### src/rtl/issue_queue_pkg.sv
// Shared types for the decode-to-issue queue: entry format, default depth, small helpers.
// Optional statistics build is selected with IQ_STAT_EN (see issue_queue).
package issue_queue_pkg;

  localparam int IQ_DEPTH = 8;

  typedef struct packed {
    logic        valid;
    logic [31:0] pc;
    logic [31:0] inst;
    logic [4:0]  rd;
    logic [4:0]  rs1;
    logic [4:0]  rs2;
  } ISSUE_QUEUE_ELEMENT;

  function automatic logic [1:0] min2(input logic [1:0] a, input logic [1:0] b);
    return (a < b) ? a : b;
  endfunction

endpackage

### src/rtl/issue_queue_ram.sv
// iq_ram: DEPTH-entry storage with two write lanes and two asynchronous read lanes.
// Latency: write lands on the rising edge, reads are combinational. No backpressure.
// Lane addresses are always distinct when both lanes write (consecutive slots).
module iq_ram
  import issue_queue_pkg::*;
#(
  parameter int DEPTH = IQ_DEPTH,
  parameter int AW    = $clog2(DEPTH)
) (
  input  logic               clk,
  input  logic               we0,
  input  logic [AW-1:0]      waddr0,
  input  ISSUE_QUEUE_ELEMENT wdata0,
  input  logic               we1,
  input  logic [AW-1:0]      waddr1,
  input  ISSUE_QUEUE_ELEMENT wdata1,
  input  logic [AW-1:0]      raddr0,
  output ISSUE_QUEUE_ELEMENT rdata0,
  input  logic [AW-1:0]      raddr1,
  output ISSUE_QUEUE_ELEMENT rdata1
);

  ISSUE_QUEUE_ELEMENT mem [DEPTH];

  always_ff @(posedge clk) begin
    if (we0) mem[waddr0] <= wdata0;
    if (we1) mem[waddr1] <= wdata1;
  end

  assign rdata0 = mem[raddr0];
  assign rdata1 = mem[raddr1];

endmodule

### src/rtl/issue_queue.sv
// issue_queue: in-order dual-push / dual-pop queue between decode and issue; IQ_STAT_EN adds stat counters.
// Latency: push at edge N visible on issue_require in cycle N+1; outputs depend on registers only.
// Backpressure: iq_ready drops below two free slots and the whole offered push is then ignored.
module issue_queue
  import issue_queue_pkg::*;
#(
  parameter int DEPTH = IQ_DEPTH
) (
  input  logic                          clk,
  input  logic                          rst_n,
  input  logic                          flash,
  input  logic [1:0]                    push_number,
  input  ISSUE_QUEUE_ELEMENT [1:0]      push_data,
  output logic                          iq_ready,
  output ISSUE_QUEUE_ELEMENT [1:0]      issue_require,
  output logic [1:0]                    iq_size,
  input  logic [1:0]                    iq_pop_number,
  output logic [$clog2(DEPTH):0]        iq_count
`ifdef IQ_STAT_EN
  ,
  output logic [31:0]                   stat_full_cycles,
  output logic [31:0]                   stat_empty_cycles
`endif
);

  localparam int PW = $clog2(DEPTH);
  localparam int CW = PW + 1;

  logic [PW-1:0]      head, tail;
  logic [CW-1:0]      count;
  logic [1:0]         push_acc, pop_eff;
  logic               clear;
  logic               we0, we1;
  ISSUE_QUEUE_ELEMENT rd0, rd1;

  assign clear = !rst_n || flash;

  assign iq_count = count;
  assign iq_size  = (count >= CW'(2)) ? 2'd2 : count[1:0];
  // Ready looks at the registered count only, so a same-cycle pop never frees room for a push.
  assign iq_ready = (CW'(DEPTH) - count) >= CW'(2);

  // An out-of-range push_number of 3 is treated as 2, the most the write lanes can hold.
  assign push_acc = iq_ready ? min2(push_number, 2'd2) : 2'd0;
  assign pop_eff  = min2(iq_pop_number, iq_size);

  assign we0 = !clear && (push_acc != 2'd0);
  assign we1 = !clear && (push_acc == 2'd2);

  iq_ram #(
    .DEPTH (DEPTH),
    .AW    (PW)
  ) u_ram (
    .clk    (clk),
    .we0    (we0),
    .waddr0 (tail),
    .wdata0 (push_data[0]),
    .we1    (we1),
    .waddr1 (tail + PW'(1)),
    .wdata1 (push_data[1]),
    .raddr0 (head),
    .rdata0 (rd0),
    .raddr1 (head + PW'(1)),
    .rdata1 (rd1)
  );

  always_ff @(posedge clk) begin
    if (clear) begin
      head  <= '0;
      tail  <= '0;
      count <= '0;
    end else begin
      head  <= head + PW'(pop_eff);
      tail  <= tail + PW'(push_acc);
      count <= count + CW'(push_acc) - CW'(pop_eff);
    end
  end

  // Lanes past the occupancy read as a zero (nop) element.
  always_comb begin
    issue_require[0] = '0;
    issue_require[1] = '0;
    if (count >= CW'(1)) issue_require[0] = rd0;
    if (count >= CW'(2)) issue_require[1] = rd1;
  end

`ifdef IQ_STAT_EN
  // Counters survive flash; only reset clears them.
  always_ff @(posedge clk) begin
    if (!rst_n) begin
      stat_full_cycles  <= '0;
      stat_empty_cycles <= '0;
    end else begin
      if ((push_number != 2'd0) && !iq_ready) stat_full_cycles <= stat_full_cycles + 32'd1;
      if ((count == '0) && !flash)            stat_empty_cycles <= stat_empty_cycles + 32'd1;
    end
  end
`endif

endmodule

### config.mk
export PLATFORM = sky130hd
export DESIGN_NAME = issue_queue
export DESIGN_NICKNAME = d
export VERILOG_FILES = /design/src/rtl/issue_queue_pkg.sv /design/src/rtl/issue_queue_ram.sv /design/src/rtl/issue_queue.sv
export SDC_FILE = /design/constraint.sdc
export NUM_CORES = 1
export LEC_CHECK = 0
export CORE_AREA = 3 3 292 294
export DETAILED_ROUTE_END_ITERATION = 10
export DIE_AREA = 0 0 295 297
export GPL_ROUTABILITY_DRIVEN = 0
export PLACE_DENSITY = 0.75
export SETUP_SLACK_MARGIN = 0.2
export SYNTH_ARGS = -nofsm -noshare
export SYNTH_HDL_FRONTEND = slang
export SYNTH_SLANG_ARGS = --single-unit
### constraint.sdc
create_clock -name clk -period 7.3 [get_ports clk]
set_input_delay 2.19 -clock clk [delete_from_list [all_inputs] [get_ports clk]]
set_output_delay 2.19 -clock clk [all_outputs]
set_load 0.01 [all_outputs]
==> results.json <==
{
  "syn_area_sq_um": 38100,
  "drive_gt1_share_pct": 42.3,
  "crit_path_max_fanout": 44,
  "criticalPathCategory": "reg2out",
  "grt_overflow": 0,
  "fp.dieW_microns": 295,
  "nFillCells": 6591,
  "synth-compound-area-share_pct": 1.26,
  "synth-seq-cells": 650,
  "ys_warn_count": 0,
  "drc_errors": 0,
  "synth_seq_area_share_pct": 51.0,
  "crit_arrival_ns": 4.03,
  "min_from": "tail[2]",
  "ys_async_sr_fraction_pct": 0,
  "synthXorXnorAreaFrac_pct": 0.207,
  "clkSlewWorstSetupHoldPaths_ns": 0.06,
  "max_freq_mhz": 161,
  "relSlewSlack_pct": 23.7,
  "vias": 23800,
  "grt_usage_pct": 25.3,
  "die_h_microns": 297,
  "setup_slack_ns": 1.08,
  "dr.pass1.iters": 6,
  "yosysUniqueCellTypes": 39,
  "setup_viol": 0,
  "synth_cells": 2312,
  "final_common_cell": "edfxtp_1",
  "p_leak_nw": 14.1,
  "multi_input_area_sq_um": 17500,
  "hpwl_mm": 62.1,
  "r2r.worst_path.cells": 9,
  "syn_to_final_growth_pct": 17.3,
  "tightest_slew_ns": 1.14,
  "cts_resized": 0,
  "synth_top_family_by_area": "multiplexers",
  "p_per_area_nw_per_um2": 312,
  "end_kind": "output port",
  "synth-simple-area-share_pct": 3.34,
  "drtAntennaViolNets": 0,
  "row_count": 106,
  "synth-edff-count": 640,
  "first_global_vias": 25200,
  "critical_path_required_ns": 5.11,
  "muxShareOfSynthArea_pct": 40.1,
  "hold_class": "reg2reg",
  "power.total_mw": 13.9,
  "drtIter0Drc": 2564,
  "synth_top_area_cell": "edfxtp_1",
  "final_cell_mix": "edfxtp_1, mux2_2, clkdlybuf4s50_1",
  "grt_pass1_wl_mm": 165,
  "r2r_start": "iq_count[1]",
  "syn_avg_cell_area_sq_um": 16.5,
  "synth-adder-area-share_pct": 0.704,
  "fin_skew_ns": 0.0138,
  "period_needed_ns": 6.22,
  "htreeDepth": 3,
  "cts_buffer_depth": 3,
  "totalNegativeSetupSlack_ns": 0,
  "crit_start": "head[0]",
  "final-hold-violation-count": 0,
  "drt-wirelength-per-cell_microns": 29.6,
  "cts_tree": "built",
  "core_area_sq_um": 83200,
  "fin_util_pct": 53.7,
  "cap_violations": 0,
  "post-route-period-util_pct": 85.3,
  "antenna_found_initial": 21,
  "port_buffers": 333,
  "place_ws_ns": 1.61,
  "clock_latency_ns": 0.60,
  "die_area_sq_um": 87600,
  "synth_top_flop_cell": "edfxtp_1",
  "io_pins": 334,
  "numCtsBuffers": 74,
  "rsz0062_at_grt": "false",
  "slew_viol_final": 0,
  "clkSinkCount": 650,
  "wl_mm": 111,
  "post_cts_buffers": 0,
  "avgViaCountPerCell": 6.37,
  "peakVddDrop_mv": 0.514,
  "ctsHoldBuffers": 0,
  "yosysTopAreaCellShare_pct": 50.5,
  "status": "complete, no violations",
  "hold_depth": 2,
  "synth_nets": 2498,
  "yosys-top-cells-area": "edfxtp_1, mux4_2, mux2_2",
  "cp-start-kind": "register",
  "grt_max_degree": 125,
  "seq_area_sq_um": 19400,
  "fin_nets": 2769,
  "start_util_pct": 45.8,
  "cts_root_buf": "clkbuf_16"
}
[cells by family (layout without fill, tap and decap cells)]
logic type,Yosys count,count (layout)
buf+inv,205,532
flops,650,650
fa+ha+maj,19,19
simple gates,296,296
xor+xnor,9,9
mux,1040,1040
other cells,0,20
compound gates,93,93
[final cells by class]
cell class,count,share of cell area (%)
multi-input cells,1457,39.3
well taps,1080,3.03
clock inverters,29,0.648
inverters,15,0.154
repair buffers,385,8.62
flip-flops and latches,650,43.5
diodes,20,0.112
clock buffers,103,4.63
[Yosys cell counts (all sizes together), types with 8 or more instances]
cell type,instances
clkbuf,72
nand3,8
nor2,92
ha,15
nand2,167
mux2,640
edfxtp,640
a21oi,87
dfxtp,10
inv,15
mux2i,80
buf,118
mux4,320
[where the power goes]
| group | switching (mW) | total, mW | leakage (nW) | internal (mW) |
|---|---|---|---|---|
| clock network | 1.48 | 3.67 | 1.15 | 2.18 |
| logic | 3.03 | 5.77 | 7.05 | 2.74 |
| registers | 0.135 | 4.49 | 5.87 | 4.35 |
[worst paths after layout]
| path | to | slack, ns |
|---|---|---|
| worst max-delay path | issue_require[89] | 1.08 |
| worst min-delay path | tail[2] | 0.68 |
| worst max register to register | u_ram.mem[0][24] | 2.67 |
| worst min register to register | tail[2] | 0.68 |
[stage by stage]
step | cell area [sq um] | cells | hold WS, ns
3_5_place_dp | 42200 | 3587 | 0.658
5_1_grt | 44600 | 3726 | 0.738
2_1_floorplan | 38100 | 2312 | 0.574
4_1_cts | 44600 | 3719 | 0.674
6_report | 44600 | 3739 | 0.677
3_3_place_gp | 42200 | 3587 | 0.643
[state kept, by name (all words and copies together) (netlist names)]
name       cells
head           3
iq_count       4
tail           3
u_ram.mem    640
[per-layer routing]
layer / vias up / part of all wire (%) / global-route usage (%)
met5: - / 0.079 / 0
met3: 188 / 8.5 / 5.05
met2: 1124 / 49 / 40.9
met4: 12 / 2.3 / 7.02
met1: 12500 / 41 / 34.9
li1: 9949 / - / -
[critical path, cell delays in order (launching register included)]
cell and delay, ns:
dfxtp_4 0.85, ha_4 0.66, buf_4 0.55, mux4_2 0.58, nand2_1 0.08, a21oi_1 0.12
clkdlybuf4s50_1 0.54
(Power assumes the default switching activity.)
==> RTL change (config.mk and constraints unchanged) <==
Build with the macro `IQ_STAT_EN` defined.
--- a/src/rtl/issue_queue.sv
+++ b/src/rtl/issue_queue.sv
@@ -1,6 +1,8 @@
 // issue_queue: in-order dual-push / dual-pop queue between decode and issue; IQ_STAT_EN adds stat counters.
 // Latency: push at edge N visible on issue_require in cycle N+1; outputs depend on registers only.
 // Backpressure: iq_ready drops below two free slots and the whole offered push is then ignored.
+`define IQ_STAT_EN
+
 module issue_queue
   import issue_queue_pkg::*;
 #(
New outputs: stat_empty_cycles and stat_full_cycles. Check against the original RTL: not settled (the Yosys comparison gave no result); the edit may change what the design does.
==> RTL change against the unedited design <==
Fmax increased by 0.81%; count of clock-buffer cells in the layout rose by 3; sequential cell count is 64 higher; total power is 5.3% higher; area after synthesis up 6.0%; synthesized cell count grew 14%; sequential power is 7.1% higher; design area increased by 8.0%; critical endpoint is now issue_require[55]; setup slack better by 0.050 ns; global-route usage grew 1.6 points; routed wire length increased by 7.4%; largest cell class unchanged; first-iteration DRC count is 10% lower.
==> RTL change: results (changes against the unedited design) <==
compound-gate portion of the synthesized area - 1.76% (was 1.26%)
Hold Crit Endpoint - stat_empty_cycles[31] (was tail[2])
outcome - finished clean (unchanged)
global-route wire length before repair - 177 mm (was 165 mm)
pre-CTS WS - 1.51 ns (was 1.61 ns)
pin count of the biggest net entering global routing - 153 (was 125)
Placed Cells - 3,967 (was 3,587)
Routed WL per cell - 28.8 µm (was 29.6 µm)
fraction of the mapped netlist area in adder cells - 0.695% (was 0.704%)
initial DRC count - 2,299 (was 2,564)
post-synthesis sequential area ratio - 51.3% (was 51.0%)
clock skew - 0.00947 ns (was 0.0138 ns)
TritonCTS buffer count - 81 (was 74)
synthesized area per cell - 15.2 µm² (was 16.5 µm²)
Worst R2R Setup Slack - 3.09 ns (was 2.67 ns)
TritonRoute pass-1 iters - 5 (was 6)
worst-path maximum fanout - 32 (was 44)
final hold slack - 0.506 ns (was 0.677 ns)
Leakage - 15.0 nW (was 14.1 nW)
Post-DP HPWL - 69.2 mm (was 62.1 mm)
design area - 0.0482 mm² (was 0.0446 mm²)
Max transition margin - 21.4% (was 23.7%)
Synth top cells by count - edfxtp_1 (640), mux2_2 (640), mux4_2 (320) (was edfxtp_1 (640), mux2_2 (605), mux4_2 (320))
number of global-route vias before repair - 27,900 (was 25,200)
HP Start - stat_empty_cycles[31] (was tail[2])
r2r endpoint - u_ram.mem[3][16] (was u_ram.mem[0][24])
clk_lat worst skew - 0.62 ns (was 0.60 ns)
Post-Layout Cell Count - 4,131 (was 3,739)
port bufs - 397 (was 333)
antenna violations before repair - 27 (was 21)
post-synthesis cell type count - 45 (was 39)
-- RTL change: cell families after synthesis --
logic type | after synthesis
DFF | 714
muxes | 1041
buffers and inverters | 228
and+or+nand+nor | 456
adders and majority gates | 20
AOI/OAI and AO/OA | 130
xor gates and xnor gates | 56
-- RTL change: routing by layer --
metal  wire, µm  part of all wire, %  track usage, %
met5        134                 0.11               0
met4       3840                  3.2            9.95
met3       8920                  7.5            5.17
met2      60400                   51            45.9
met1      45700                   38            34.1
-- RTL change: power by group --
part / total [mW] / switching, mW / internal, mW
clock: 3.95 / 1.65 / 2.31
combinational: 5.90 / 3.15 / 2.76
sequential: 4.81 / 0.117 / 4.70
-- RTL change: worst register-to-register path: cells and delay by family (launching register included) --
kind	cells	cell delay [ns]
adders and majority gates	1	0.25
AOI/OAI and AO/OA	2	1.35
DFF	1	0.49
and+or+nand+nor	2	0.61
buffers and inverters	3	1.11
-- RTL change: how the worst max path moves through the flow --
| stage | cells after the start | slack, ns | endpoint |
|---|---|---|---|
| finish | 5 | 1.13 | issue_require[55] |
| global route | 6 | 0.94 | issue_require[55] |
| floorplan | 4 | 0.30 | u_ram.mem[3][0] |
| detailed placement | 7 | 1.51 | u_ram.mem[7][40] |
| CTS | 6 | 1.06 | issue_require[55] |
| global placement | 7 | 1.50 | u_ram.mem[7][13] |
-- RTL change: area by class of cell --
class	count	share of cell area [%]
flip-flops and latches	714	43.0
multi-input cells	1703	39.3
repair buffers	440	9.41
clock buffers	106	4.52
well taps	1080	2.80
clock inverters	38	0.703
inverters	30	0.234
diodes	20	0.104
